### config.mk
export PLATFORM = sky130hd
export DESIGN_NAME = fetch_front_end_flat
export DESIGN_NICKNAME = d
export VERILOG_FILES = /design/src/rtl/fetch_front_end_pkg.sv /design/src/rtl/fetch_front_end_if.sv /design/src/rtl/fetch_front_end_sat_counter.sv /design/src/rtl/fetch_front_end.sv /design/src/flat_wrapper.sv
export SDC_FILE = /design/constraint.sdc
export NUM_CORES = 1
export LEC_CHECK = 0
export CAP_MARGIN = 25
export CORE_MARGIN = 3
export CORE_UTILIZATION = 24
export DETAILED_ROUTE_END_ITERATION = 6
export GPL_ROUTABILITY_DRIVEN = 1
export GPL_TIMING_DRIVEN = 0
export PLACE_DENSITY_LB_ADDON = 0.1
export SYNTH_ARGS = -nofsm -noshare
export SYNTH_HDL_FRONTEND = slang
export SYNTH_SLANG_ARGS = --single-unit
### constraint.sdc
create_clock -name clk -period 7.3 [get_ports clk]
set_clock_uncertainty 0.05 [all_clocks]
set_input_delay 0.73 -clock clk [delete_from_list [all_inputs] [get_ports clk]]
set_output_delay 0.73 -clock clk [all_outputs]
set_load 0.005 [all_outputs]
### src/rtl/fetch_front_end_pkg.sv
// Shared types and constants for the fetch front end.
// No logic; compile-time only.
// Not applicable (no handshakes here).
package fe_pkg;

    // Front-end state encoding, kept as plain logic constants for legacy tools.
    typedef logic [1:0] fe_state_t;
    localparam fe_state_t FE_RUN   = 2'd0;
    localparam fe_state_t FE_STALL = 2'd1;
    localparam fe_state_t FE_FLUSH = 2'd2;

    // Sequential fetch step in bytes.
    localparam int PC_INCR = 4;

    // Default bubble instruction word.
    localparam logic [31:0] DEFAULT_NOP_INSTR = 32'h0000_0000;

    // Width of the stall/flush statistics counters.
    localparam int CNT_WIDTH = 16;

endpackage

### src/rtl/fetch_front_end_if.sv
// Hazard-control, imem, decode and debug signals of the fetch front end.
// Wires only; no latency.
// Stall signals from hazard detection are the only flow control.
interface fetch_front_end_if #(
    parameter int PC_WIDTH    = 32,
    parameter int INSTR_WIDTH = 32,
    parameter int CTRL_WIDTH  = 9
);
    import fe_pkg::*;

    // Hazard detection and branch resolution
    logic                   PCload;
    logic                   IF_ID_Write;
    logic                   ControlLoad;
    logic                   BRAL;
    logic [PC_WIDTH-1:0]    br_target;
    // Instruction memory and main decoder
    logic [INSTR_WIDTH-1:0] imem_instr;
    logic [CTRL_WIDTH-1:0]  id_ctrl;
    // Pipeline register outputs
    logic [PC_WIDTH-1:0]    pc;
    logic [INSTR_WIDTH-1:0] IF_ID_Instr;
    logic [PC_WIDTH-1:0]    IF_ID_PC4;
    logic                   IF_ID_Valid;
    logic [CTRL_WIDTH-1:0]  ID_EX_Ctrl;
    // Debug and statistics
    fe_state_t              fe_state;
    logic [CNT_WIDTH-1:0]   stall_cnt;
    logic [CNT_WIDTH-1:0]   flush_cnt;

    // Surrounding pipeline side
    modport master (
        output PCload, IF_ID_Write, ControlLoad, BRAL, br_target, imem_instr, id_ctrl,
        input  pc, IF_ID_Instr, IF_ID_PC4, IF_ID_Valid, ID_EX_Ctrl, fe_state,
               stall_cnt, flush_cnt
    );

    // Fetch front end side
    modport slave (
        input  PCload, IF_ID_Write, ControlLoad, BRAL, br_target, imem_instr, id_ctrl,
        output pc, IF_ID_Instr, IF_ID_PC4, IF_ID_Valid, ID_EX_Ctrl, fe_state,
               stall_cnt, flush_cnt
    );

endinterface

### src/rtl/fetch_front_end_sat_counter.sv
// Saturating event counter.
// One cycle from inc to updated count.
// No backpressure; sticks at all-ones once reached.
module sat_counter #(
    parameter int WIDTH = 16
) (
    input  logic             clk,
    input  logic             rst,
    input  logic             inc,
    output logic [WIDTH-1:0] cnt
);

    // Count up on inc, holding at the maximum value instead of wrapping.
    always_ff @(posedge clk or posedge rst) begin
        if (rst) begin
            cnt <= '0;
        end else if (inc && (cnt != '1)) begin
            cnt <= cnt + WIDTH'(1);
        end
    end

endmodule

### src/rtl/fetch_front_end.sv
// PC, IF/ID register and ID/EX control register under hazard-unit stall/redirect control.
// One cycle from inputs to all registered outputs.
// PCload/IF_ID_Write hold state; a taken branch in ID overrides any stall.
module fetch_front_end
    import fe_pkg::*;
#(
    parameter int                     PC_WIDTH    = 32,
    parameter int                     INSTR_WIDTH = 32,
    parameter int                     CTRL_WIDTH  = 9,
    parameter logic [PC_WIDTH-1:0]    RESET_PC    = '0,
    parameter logic [INSTR_WIDTH-1:0] NOP_INSTR   = INSTR_WIDTH'(DEFAULT_NOP_INSTR)
) (
    input  logic             clk,
    input  logic             rst,
    fetch_front_end_if.slave bus
);

    logic [PC_WIDTH-1:0]    pc_q;
    logic [PC_WIDTH-1:0]    pc_plus4;
    logic [INSTR_WIDTH-1:0] if_id_instr_q;
    logic [PC_WIDTH-1:0]    if_id_pc4_q;
    logic                   if_id_valid_q;
    logic [CTRL_WIDTH-1:0]  id_ex_ctrl_q;
    fe_state_t              state_q;
    logic                   br;
    logic                   stall;
    logic [CNT_WIDTH-1:0]   stall_cnt;
    logic [CNT_WIDTH-1:0]   flush_cnt;

    // A bubble in IF/ID can never redirect, even if BRAL is still asserted.
    assign br       = bus.BRAL & if_id_valid_q;
    assign stall    = ~bus.PCload | ~bus.IF_ID_Write;
    assign pc_plus4 = pc_q + PC_WIDTH'(PC_INCR);

    // PC: redirect beats hold; otherwise advance whenever PCload permits.
    always_ff @(posedge clk or posedge rst) begin
        if (rst) begin
            pc_q <= RESET_PC;
        end else if (br) begin
            pc_q <= bus.br_target;
        end else if (bus.PCload) begin
            pc_q <= pc_plus4;
        end
    end

    // IF/ID: squash on redirect (PC4 kept), load when writable, else hold.
    always_ff @(posedge clk or posedge rst) begin
        if (rst) begin
            if_id_instr_q <= NOP_INSTR;
            if_id_pc4_q   <= '0;
            if_id_valid_q <= 1'b0;
        end else if (br) begin
            if_id_instr_q <= NOP_INSTR;
            if_id_valid_q <= 1'b0;
        end else if (bus.IF_ID_Write) begin
            if_id_instr_q <= bus.imem_instr;
            if_id_pc4_q   <= pc_plus4;
            if_id_valid_q <= 1'b1;
        end
    end

    // ID/EX control: pass decode of a real instruction, zero for a bubble.
    always_ff @(posedge clk or posedge rst) begin
        if (rst) begin
            id_ex_ctrl_q <= '0;
        end else begin
            id_ex_ctrl_q <= (bus.ControlLoad & if_id_valid_q) ? bus.id_ctrl : '0;
        end
    end

    // Debug state follows the per-cycle priority directly.
    always_ff @(posedge clk or posedge rst) begin
        if (rst) begin
            state_q <= FE_RUN;
        end else if (br) begin
            state_q <= FE_FLUSH;
        end else if (stall) begin
            state_q <= FE_STALL;
        end else begin
            state_q <= FE_RUN;
        end
    end

    // A cycle with both redirect and stall counts only as a flush.
    sat_counter #(.WIDTH(CNT_WIDTH)) u_stall_cnt (
        .clk (clk),
        .rst (rst),
        .inc (stall & ~br),
        .cnt (stall_cnt)
    );

    sat_counter #(.WIDTH(CNT_WIDTH)) u_flush_cnt (
        .clk (clk),
        .rst (rst),
        .inc (br),
        .cnt (flush_cnt)
    );

    assign bus.pc          = pc_q;
    assign bus.IF_ID_Instr = if_id_instr_q;
    assign bus.IF_ID_PC4   = if_id_pc4_q;
    assign bus.IF_ID_Valid = if_id_valid_q;
    assign bus.ID_EX_Ctrl  = id_ex_ctrl_q;
    assign bus.fe_state    = state_q;
    assign bus.stall_cnt   = stall_cnt;
    assign bus.flush_cnt   = flush_cnt;

endmodule

### src/flat_wrapper.sv
// flat-port wrapper written by rule: the top's interface ports become plain ports
module fetch_front_end_flat import fe_pkg::*;
#(
    parameter int                     PC_WIDTH    = 32,
    parameter int                     INSTR_WIDTH = 32,
    parameter int                     CTRL_WIDTH  = 9,
    parameter logic [PC_WIDTH-1:0]    RESET_PC    = '0,
    parameter logic [INSTR_WIDTH-1:0] NOP_INSTR   = INSTR_WIDTH'(DEFAULT_NOP_INSTR)
)
  (clk, rst, bus_PCload, bus_IF_ID_Write, bus_ControlLoad, bus_BRAL, bus_br_target, bus_imem_instr, bus_id_ctrl, bus_pc, bus_IF_ID_Instr, bus_IF_ID_PC4, bus_IF_ID_Valid, bus_ID_EX_Ctrl, bus_fe_state, bus_stall_cnt, bus_flush_cnt);
  fetch_front_end_if #(.PC_WIDTH(PC_WIDTH), .INSTR_WIDTH(INSTR_WIDTH), .CTRL_WIDTH(CTRL_WIDTH)) bus_i ();
  input  logic clk;
  input  logic rst;
  input wire logic [$bits(bus_i.PCload)-1:0] bus_PCload;
  input wire logic [$bits(bus_i.IF_ID_Write)-1:0] bus_IF_ID_Write;
  input wire logic [$bits(bus_i.ControlLoad)-1:0] bus_ControlLoad;
  input wire logic [$bits(bus_i.BRAL)-1:0] bus_BRAL;
  input wire logic [$bits(bus_i.br_target)-1:0] bus_br_target;
  input wire logic [$bits(bus_i.imem_instr)-1:0] bus_imem_instr;
  input wire logic [$bits(bus_i.id_ctrl)-1:0] bus_id_ctrl;
  output wire logic [$bits(bus_i.pc)-1:0] bus_pc;
  output wire logic [$bits(bus_i.IF_ID_Instr)-1:0] bus_IF_ID_Instr;
  output wire logic [$bits(bus_i.IF_ID_PC4)-1:0] bus_IF_ID_PC4;
  output wire logic [$bits(bus_i.IF_ID_Valid)-1:0] bus_IF_ID_Valid;
  output wire logic [$bits(bus_i.ID_EX_Ctrl)-1:0] bus_ID_EX_Ctrl;
  output wire logic [$bits(bus_i.fe_state)-1:0] bus_fe_state;
  output wire logic [$bits(bus_i.stall_cnt)-1:0] bus_stall_cnt;
  output wire logic [$bits(bus_i.flush_cnt)-1:0] bus_flush_cnt;
  assign bus_i.PCload = bus_PCload;
  assign bus_i.IF_ID_Write = bus_IF_ID_Write;
  assign bus_i.ControlLoad = bus_ControlLoad;
  assign bus_i.BRAL = bus_BRAL;
  assign bus_i.br_target = bus_br_target;
  assign bus_i.imem_instr = bus_imem_instr;
  assign bus_i.id_ctrl = bus_id_ctrl;
  assign bus_pc = bus_i.pc;
  assign bus_IF_ID_Instr = bus_i.IF_ID_Instr;
  assign bus_IF_ID_PC4 = bus_i.IF_ID_PC4;
  assign bus_IF_ID_Valid = bus_i.IF_ID_Valid;
  assign bus_ID_EX_Ctrl = bus_i.ID_EX_Ctrl;
  assign bus_fe_state = bus_i.fe_state;
  assign bus_stall_cnt = bus_i.stall_cnt;
  assign bus_flush_cnt = bus_i.flush_cnt;
  fetch_front_end #(.PC_WIDTH(PC_WIDTH), .INSTR_WIDTH(INSTR_WIDTH), .CTRL_WIDTH(CTRL_WIDTH), .RESET_PC(RESET_PC), .NOP_INSTR(NOP_INSTR)) u_core (.clk(clk), .rst(rst), .bus(bus_i));
endmodule
==> out/metrics.cfg <==
[sta]
relSlewSlack_pct = 48.78
setup_tns_ps = 0
hold_viol = 0
timing.final.crit_share_pct = 42.12
drv_slew = 0
max_freq_mhz = 325.2
finalCriticalPeriod_ps = 3075
rsz0062_at_grt = no
tightest_slew_ps = 765.5
setup_viol = 0

[synthesis]
synth_top_cell_by_area = dfrtp_1
yosysSeqAreaShare_pct = 53.35
synth_area_um2 = 6566
synth-async-reset-ratio_pct = 100.0
synthTopCellsByArea = dfrtp_1 (53%), mux2i_1 (5.2%), nor2_1 (4.2%)
syn_area_per_cell_um2 = 9.979
synth_top_cells_by_count = dfrtp_1 (140), nor2_1 (74), nand2_1 (63), o21ai_0 (44), mux2i_1 (34)
synth.distinct_cells = 40
ys_seq_elements = 140
synth_most_common_cell = dfrtp_1
synth-warning-count = 0
synth_edf_count = 0
synth_fp_nets = 740
synth_flop_cell = dfrtp_1
synth.top_cell.area_share_pct = 53.35
postSynthCellCount = 658

[routing]
drc = 0
dr.pass1.iters = 4
wl_mm = 22.50
vias = 5860
postRouteAntennaNets = 0
via_per_inst = 4.714
post_drt_wl_per_cell_um = 18.10
drt_iter0_drc = 238

[worst_setup_path]
worst_setup_path_start_kind = primary input
cp-startpoint = bus_BRAL
r2r-start = u_core.bus.pc[2]
cp_max_fo = 10
critical-path-top-delay-family = buffers and inverters
r2r_cells = 8
crit_chain = clkdlybuf4s50_1 > nand2_1 > inv_1 > clkbuf_1 > nor2_1 > clkbuf_1 > nor2_1 > a31oi_1
critPathCaptureType = flop
worstPathBufferInverterCount = 4
cpMaxStageDelayCell = nor2_1
cp_num_cells = 8
worstSetupPathType = primary input to flop
crit_required_ps = 7590
cp_slowest_stage_delay_ps = 690
arrival_ps = 3370

[placement]
hpwl_mm = 16.23
post-place-cells = 1211
place_area_um2 = 9193
io_buffers = 217
gp_congestion = 0.7578

[grt]
grt_overflow = 0
grt_util_all_layers_pct = 15.31
grt_max_degree = 77
first_global_vias = 5896
antenna_found_initial = 2
grt_pass1_wl_mm = 34.93

[power]
leakage_nw = 3.976
power.share.clock_pct = 34.7
p_per_area_nw_per_um2 = 274.5
power_frac_comb_pct = 25.8
vdd_drop_max_uv = 137.6
p_sw_share_pct = 30.34
p_int_mw = 1.877
pwr-share-seq_pct = 39.5
switchingPower_uw = 817.5

[floorplan]
boundaryPins = 219
rows = 59
coreArea_um2 = 26500
die_w_um = 171.4
initial_utilization_pct = 24.78
dieHeight_um = 171.4
dieArea_um2 = 29380

[final_layout]
final_layout_size_suffix_gt1_share_pct = 5.507
fin_util_pct = 37.04
area_growth_pct = 49.50
fin_cells = 1243
finish.instance_area_um2 = 9817
diodes = 0
final_nets = 977

[clock_network]
htree_levels = 4
clkLatencyLatePin_ps = 420
clock_path_buffers = 2
cts_resized = 0
cts.reportedPaths.clkPinSlew_ps = 70
hold_buffers = 0
cts_tree = built
cts-root-buf = clkbuf_16
numCtsBuffers = 17
post_cts_buffers = 0
cts.sinks = 140

[worst_hold_path]
min_path_type = flop to flop
holdPathStages = 2
worstHoldStart = u_core.bus.IF_ID_PC4[1]

[run]
cap_violations = 0

[status]
status = finished, final reports clean

-- power by group through the flow --
stage / logic (mW) / clock network, mW / registers, mW
after floorplan: 0.274 / 0 / 1.06
after global placement: 0.707 / 0 / 1.08
after detailed placement: 0.709 / 0 / 1.07
after CTS: 0.712 / 0.967 / 1.06
after global routing: 0.773 / 1.00 / 1.09
final: 0.695 / 0.936 / 1.06
-- per-stage QoR --
stage / power, mW / worst slack, ps / hold WS [ps]
finish: 2.695 / 4225 / 426.2
global route: 2.861 / 3836 / 456.7
CTS: 2.742 / 4108 / 437.6
detailed placement: 1.784 / 3656 / 416.2
global placement: 1.783 / 99.38 / 416.8
floorplan: 1.330 / 2767 / 411.9
-- state kept, by name (all words and copies together), names as in the netlist --
name and flops:
u_core.bus.fe_state 2, u_core.bus.pc 32, u_core.bus.IF_ID_PC4 32, u_core.bus.IF_ID_Instr 32
u_core.bus.IF_ID_Valid 1, u_core.bus.ID_EX_Ctrl 9, u_core.u_flush_cnt.cnt 16, u_core.u_stall_cnt.cnt 16
-- routing by layer --
metal	up-vias	GRT usage [%]	share of wire (%)
met5	-	0	0.10
li1	2824	-	-
met4	4	4.094	1.4
met3	22	3.884	6.0
met1	2850	21.08	46
met2	160	24.06	46
-- tightest hold or removal path: cells and delay by family (launching register included) --
kind | cells | cell delay (ps)
DFF | 1 | 340
and+or+nand+nor | 2 | 100
-- worst paths after layout --
check,end,slack (ps)
worst max register to register,u_core.bus.IF_ID_PC4[28],4450
worst min-delay path,u_core.bus.IF_ID_PC4[1],430
max in group asynchronous,u_core.bus.pc[23],5720
worst max-delay path,u_core.bus.IF_ID_PC4[18],4230
min in group asynchronous,u_core.bus.IF_ID_Instr[5],690
worst min register to register,u_core.bus.IF_ID_PC4[1],430
-- cell usage in the layout, fill, tap and decap left out, drive strengths merged, types with 12 or more instances in the layout --
master / netlist / final
clkdlybuf4s50: 0 / 217
dfrtp: 140 / 140
nor2: 74 / 74
nand2: 63 / 63
o21ai: 51 / 51
clkbuf: 28 / 47
mux2i: 34 / 34
a31oi: 33 / 33
nand3: 28 / 28
xnor2: 26 / 26
xor2: 25 / 25
or3: 22 / 22
nand4: 20 / 20
or4: 17 / 17
and3: 16 / 16
buf: 14 / 15
inv: 7 / 12
-- cell families (layout without fill, tap and decap cells) --
group,count (synthesis),after routing,share of synthesized area (%)
DFF,140,140,53.35
muxes,38,38,5.869
AOI/OAI and AO/OA,105,105,9.470
xor gates and xnor gates,51,51,6.803
and+or+nand+nor,272,272,20.90
buffers and inverters,49,299,3.030
adders and majority gates,3,3,0.5717
-- final cells by class --
class                           count  area (um2)
Buffer                             42       172.7
Clock buffer                       19       442.9
Clock inverter                     13       181.4
Fill cell                        2723       16680
Inverter                            7       33.78
Multi-Input combinational cell    469        2864
Sequential cell                   140        3503
Tap cell                          335       419.2
Timing Repair Buffer              218        2200
Note: power is estimated with default switching activity, not from simulation.
==> RTL edit 1 (same flow settings) <==
Make the reset (`rst`) synchronous in 5 clocked blocks.
--- a/src/rtl/fetch_front_end_sat_counter.sv
+++ b/src/rtl/fetch_front_end_sat_counter.sv
@@ -12,5 +12,5 @@
 
     // Count up on inc, holding at the maximum value instead of wrapping.
-    always_ff @(posedge clk or posedge rst) begin
+    always_ff @(posedge clk) begin
         if (rst) begin
             cnt <= '0;
--- a/src/rtl/fetch_front_end.sv
+++ b/src/rtl/fetch_front_end.sv
@@ -34,5 +34,5 @@
 
     // PC: redirect beats hold; otherwise advance whenever PCload permits.
-    always_ff @(posedge clk or posedge rst) begin
+    always_ff @(posedge clk) begin
         if (rst) begin
             pc_q <= RESET_PC;
@@ -45,5 +45,5 @@
 
     // IF/ID: squash on redirect (PC4 kept), load when writable, else hold.
-    always_ff @(posedge clk or posedge rst) begin
+    always_ff @(posedge clk) begin
         if (rst) begin
             if_id_instr_q <= NOP_INSTR;
@@ -61,5 +61,5 @@
 
     // ID/EX control: pass decode of a real instruction, zero for a bubble.
-    always_ff @(posedge clk or posedge rst) begin
+    always_ff @(posedge clk) begin
         if (rst) begin
             id_ex_ctrl_q <= '0;
@@ -70,5 +70,5 @@
 
     // Debug state follows the per-cycle priority directly.
-    always_ff @(posedge clk or posedge rst) begin
+    always_ff @(posedge clk) begin
         if (rst) begin
             state_q <= FE_RUN;
Function: differs if rst is asserted again (counterexample within 4 cycles, from zero or initial values and one cycle with rst high); with rst held inactive, the same outputs for 4 cycles.
==> RTL edit 1 against the original RTL <==
- register-to-register slack gained 0.16 ns
- worst setup slack improved by 0.057 ns
- sequential share of layout area decreased by 6.9 points
- synthesized area decreased by 0.15%
- wire length up 13%
- sequential cell count unchanged
- first-iteration DRC count grew 96%
- core utilization down 0.20 points
- final area decreased by 0.82%
- die area fell by 0.15%
- count of clock-buffer cells in the layout down 2
- critical path type unchanged
- critical endpoint is now u_core.bus.IF_ID_PC4[15]$_SDFFE_PP0P_
Power is not compared: it rests on default switching activity, and its combinational part moved more than twofold at a synthesized area within 25%.
==> RTL edit 1: results <==
[status]
status = "finished clean"

[critical_path]
crit_family = "buffers and inverters"
worstPathMaxFanout = 10
cp.arrival_ns = 3.24
ff2ff_path_depth = 7
timing.rr.end = "u_core.bus.pc[26]$_SDFFE_PP0N_"
cp_slowest_cell = "a21boi_1"
r2r_slack_ns = 4.61
critPathMaxStageDelay_ns = 0.72
rr_startpoint = "u_core.bus.pc[2]$_SDFFE_PP0N_"
setup.worst_path.end = "u_core.bus.IF_ID_PC4[15]$_SDFFE_PP0P_"
critPathLaunch = "bus_IF_ID_Write"

[route]
wire_per_inst_um = 18.7
wl_mm = 25.5
vias = 6852
dr.first_iter.drc_count = 467
drt_first_pass_iters = 5

[global_route]
grt_start_max_net_pins = 17
grt_usage_pct = 17.0
grt_pass1_vias = 6618
grt_pass1_wl_mm = 38.6
grt_antenna_before_repair = 0

[placed_design]
dpl.hpwl_mm = 18.9
place_ws_ns = 3.83
dp.cells = 1328
port_buffers = 217
gp_congestion = 0.832

[layout]
antenna-diode-count = 0
fin_nets = 1094
drive_gt1_share_pct = 6.44
fillers = 2790

[cts]
clk-insertion-delay-late_ns = 0.43
cts_setup_buffers = 0
cts-root-buf = "clkbuf_16"
cts_made_buffers = 17
path_clk_slew_ns = 0.06
cts_resized = 0
cts_buffer_depth = 2
cts.htree.levels = 4

[pwr]
p_leak_nw = 3.23
ir_worst_vdd_mv = 0.120

[hold_path]
hold_class = "reg2reg"

[yosys]
seq_area_frac_synth_pct = 42.7
synth.area.top_cells = "dfxtp_1 43%, mux2i_1 5.2%, o21ai_0 4.8%"
synth-async-reset-ratio_pct = 0
synth_cell_types = 53
yosys_warnings = 0
syn_inst = 774
ys_top_cells_by_count = "140 x dfxtp_1, 63 x o21ai_0, 59 x nor2_1, 50 x nand2_1, 47 x a21oi_1"
syn_nets = 856

[job]
cap_violations = 0

[sta]
hold_slack_ns = 0.406
hold_viol = 0
slew_headroom_pct = 29.9
==> RTL edit 1: changes by cell type after synthesis, sizes merged, moves of 12 or more <==
cell,delta
nor4,+21
a31oi,-24
o21ai,+12
nor2,-15
and2,+12
xor2,-17
dfxtp,+140
a21oi,+45
dfrtp,-140
nor3,+25
nand2,-13
clkbuf,+17
a311oi,+12
a211oi,+15
==> RTL edit 1: worst min-delay path by stage <==
stage	start	endpoint	cells past startpoint
2_1_floorplan	u_core.bus.pc[0]$_SDFFE_PP0P_	u_core.bus.IF_ID_PC4[0]$_SDFFE_PP0P_	2
4_1_cts	u_core.bus.IF_ID_PC4[1]$_SDFFE_PP0P_	u_core.bus.IF_ID_PC4[1]$_SDFFE_PP0P_	2
6_report	u_core.bus.IF_ID_PC4[1]$_SDFFE_PP0P_	u_core.bus.IF_ID_PC4[1]$_SDFFE_PP0P_	2
5_1_grt	u_core.bus.IF_ID_PC4[3]$_SDFFE_PP0P_	u_core.bus.IF_ID_PC4[3]$_SDFFE_PP0P_	2
3_5_place_dp	u_core.bus.IF_ID_PC4[1]$_SDFFE_PP0P_	u_core.bus.IF_ID_PC4[1]$_SDFFE_PP0P_	2
3_3_place_gp	u_core.bus.IF_ID_PC4[1]$_SDFFE_PP0P_	u_core.bus.IF_ID_PC4[1]$_SDFFE_PP0P_	2
==> RTL edit 1: area by class of cell <==
class                           count  area, um^2  share of cell area, %
Buffer                             66         283                   2.90
Clock buffer                       17         425                   4.37
Clock inverter                     15         151                   1.55
Inverter                            9        33.8                  0.347
Multi-Input combinational cell    559        3440                   35.3
Sequential cell                   140        2800                   28.8
Tap cell                          335         419                   4.30
Timing Repair Buffer              219        2180                   22.4
==> RTL edit 1: cells by family (layout without fill, tap and decap cells) <==
group                      after synthesis  count (layout)  share of synthesized area [%]
AOI/OAI and AO/OA                      184             184                           17.4
DFF                                    140             140                           42.7
xor gates and xnor gates                24              24                           3.21
muxes                                   35              35                           5.36
buffers and inverters                   75             326                           4.83
adders and majority gates                3               3                          0.573
and+or+nand+nor                        313             313                           25.8
==> RTL edit 1: power by group <==
group	total (mW)	switching, mW	internal, mW
Sequential	0.834	0.0331	0.801
Clock	0.871	0.390	0.481
Combinational	0.267	0.123	0.144
==> RTL edit 1: routing by layer <==
metal | vias to the layer above | track usage, % | part of all wire (%)
met4 | 0 | 4.30 | 1.3
met1 | 3231 | 23.2 | 46
li1 | 3364 | - | -
met5 | - | 0 | 0
met3 | 22 | 4.62 | 7.4
met2 | 235 | 26.8 | 45
==> RTL edit 1: metrics by stage <==
stage                     cell area, um^2  power, mW
after floorplan                      6560      0.953
after global placement               9150       1.12
after detailed placement             9160       1.12
after CTS                            9740       2.00
after global routing                 9740       2.06
final                                9740       1.97
==> RTL edit 2 (same settings) <==
Made on the original files. `PC_WIDTH` is set to 32 in 3 places; all go to 36.
--- a/src/rtl/fetch_front_end_if.sv
+++ b/src/rtl/fetch_front_end_if.sv
@@ -3,5 +3,5 @@
 // Stall signals from hazard detection are the only flow control.
 interface fetch_front_end_if #(
-    parameter int PC_WIDTH    = 32,
+    parameter int PC_WIDTH    = 36,
     parameter int INSTR_WIDTH = 32,
     parameter int CTRL_WIDTH  = 9
--- a/src/rtl/fetch_front_end.sv
+++ b/src/rtl/fetch_front_end.sv
@@ -5,5 +5,5 @@
     import fe_pkg::*;
 #(
-    parameter int                     PC_WIDTH    = 32,
+    parameter int                     PC_WIDTH    = 36,
     parameter int                     INSTR_WIDTH = 32,
     parameter int                     CTRL_WIDTH  = 9,
--- a/src/flat_wrapper.sv
+++ b/src/flat_wrapper.sv
@@ -2,5 +2,5 @@
 module fetch_front_end_flat import fe_pkg::*;
 #(
-    parameter int                     PC_WIDTH    = 32,
+    parameter int                     PC_WIDTH    = 36,
     parameter int                     INSTR_WIDTH = 32,
     parameter int                     CTRL_WIDTH  = 9,
Interface: changed (resized bus_IF_ID_PC4, bus_br_target and bus_pc); port bits go from 219 to 231. No check against the original RTL was run, so the function may have changed too.
==> RTL edit 2 against the original RTL <==
- sequential cell count rose by 8
- synthesized cell count rose by 5.2%
- first-iteration DRC count grew 34%
- power rose by 0.99%
- critical path depth is 1 lower
- sequential power up 6%
- synthesized area increased by 6.5%
- wire length rose by 3.8%
- final area is 5.6% higher
- worst setup slack improved by 0.21 ns
- critical path type unchanged
- largest power group unchanged
==> RTL edit 2: results <==
[layout]
nonClockBufferCount = 271
multi_input_gates = 494
drive_gt1_share_pct = 6.81
num-nonclk-inverters = 9
sh_seq_area_pct = 35.7
clkCellAreaFrac_pct = 5.55

[placed_design]
dpl.hpwl_mm = 17.0
port_buffers = 229

[route]
via_per_inst = 4.39
wire_per_inst_um = 17.5
route.met2.wl_mm = 11.2
met3_length_mm = 1.33
dr.first_iter.drc_count = 318
vias = 5842

[critical_path]
r2r_slack_ns = 4.61
critPathMaxStageDelay_ns = 0.56
ff2ff_path_depth = 6
timing.rr.end = "u_core.bus.pc[30]$_DFFE_PP0N_"
cp.arrival_ns = 3.14
cp_slowest_cell = "clkbuf_1"

[yosys]
synthXorXnorAreaFrac_pct = 11.3
synth.area.top_cells = "dfrtp_1 53%, xor2_1 7.1%, nand2_1 5.6%"
muxShareOfSynthArea_pct = 5.83
synth_compound_area_share_pct = 5.94
avgSynthCellArea_um2 = 10.1
ys_top_cells_by_count = "148 x dfrtp_1, 104 x nand2_1, 58 x o21ai_0, 57 x xor2_1, 56 x nor2_1"
seq_area_frac_synth_pct = 52.9

[hold_path]
min_to = "u_core.bus.IF_ID_PC4[11]$_DFFE_PP0P_"

[pwr]
p_seq_mw = 1.12
ir_worst_vdd_mv = 0.107
cellPowerDensity_nw_per_um2 = 262
p_leak_nw = 4.31
swShare_pct = 30.7

[cts]
numClockSinks = 148

[global_route]
grt_pass1_vias = 6122
grt_pass1_wl_mm = 36.6
grt_start_max_net_pins = 95
grt_use_met3_pct = 4.53
met2_usage_pct = 24.7

[status]
status = "finished clean"

[floorplan]
num_rows = 61

[sta]
hold_slack_ns = 0.429
## RTL edit 2: changes by cell type in the layout (fill, tap and decap cells not counted), sizes merged, moves of 7 or more
cell	unedited run	this run
dfrtp	140	148
nor2	74	56
or4	17	1
xor2	25	57
a31oi	33	0
nand3	28	35
xnor2	26	33
or3	22	2
o31ai	11	0
nand2	63	104
a21oi	2	9
nand4	20	28
o21ai	51	67
clkdlybuf4s50	217	229
## RTL edit 2: worst max-delay path by stage
stage | startpoint | end | slack, ns
floorplan | rst | u_core.bus.ID_EX_Ctrl[0]$_DFF_PP0_ | 2.54
global placement | rst | u_core.bus.pc[19]$_DFFE_PP0N_ | -0.33
detailed placement | bus_BRAL | u_core.bus.IF_ID_PC4[2]$_DFFE_PP0P_ | 3.82
CTS | bus_BRAL | u_core.bus.IF_ID_PC4[2]$_DFFE_PP0P_ | 4.28
global route | bus_BRAL | u_core.bus.IF_ID_PC4[9]$_DFFE_PP0P_ | 4.10
finish | bus_BRAL | u_core.bus.pc[26]$_DFFE_PP0N_ | 4.43
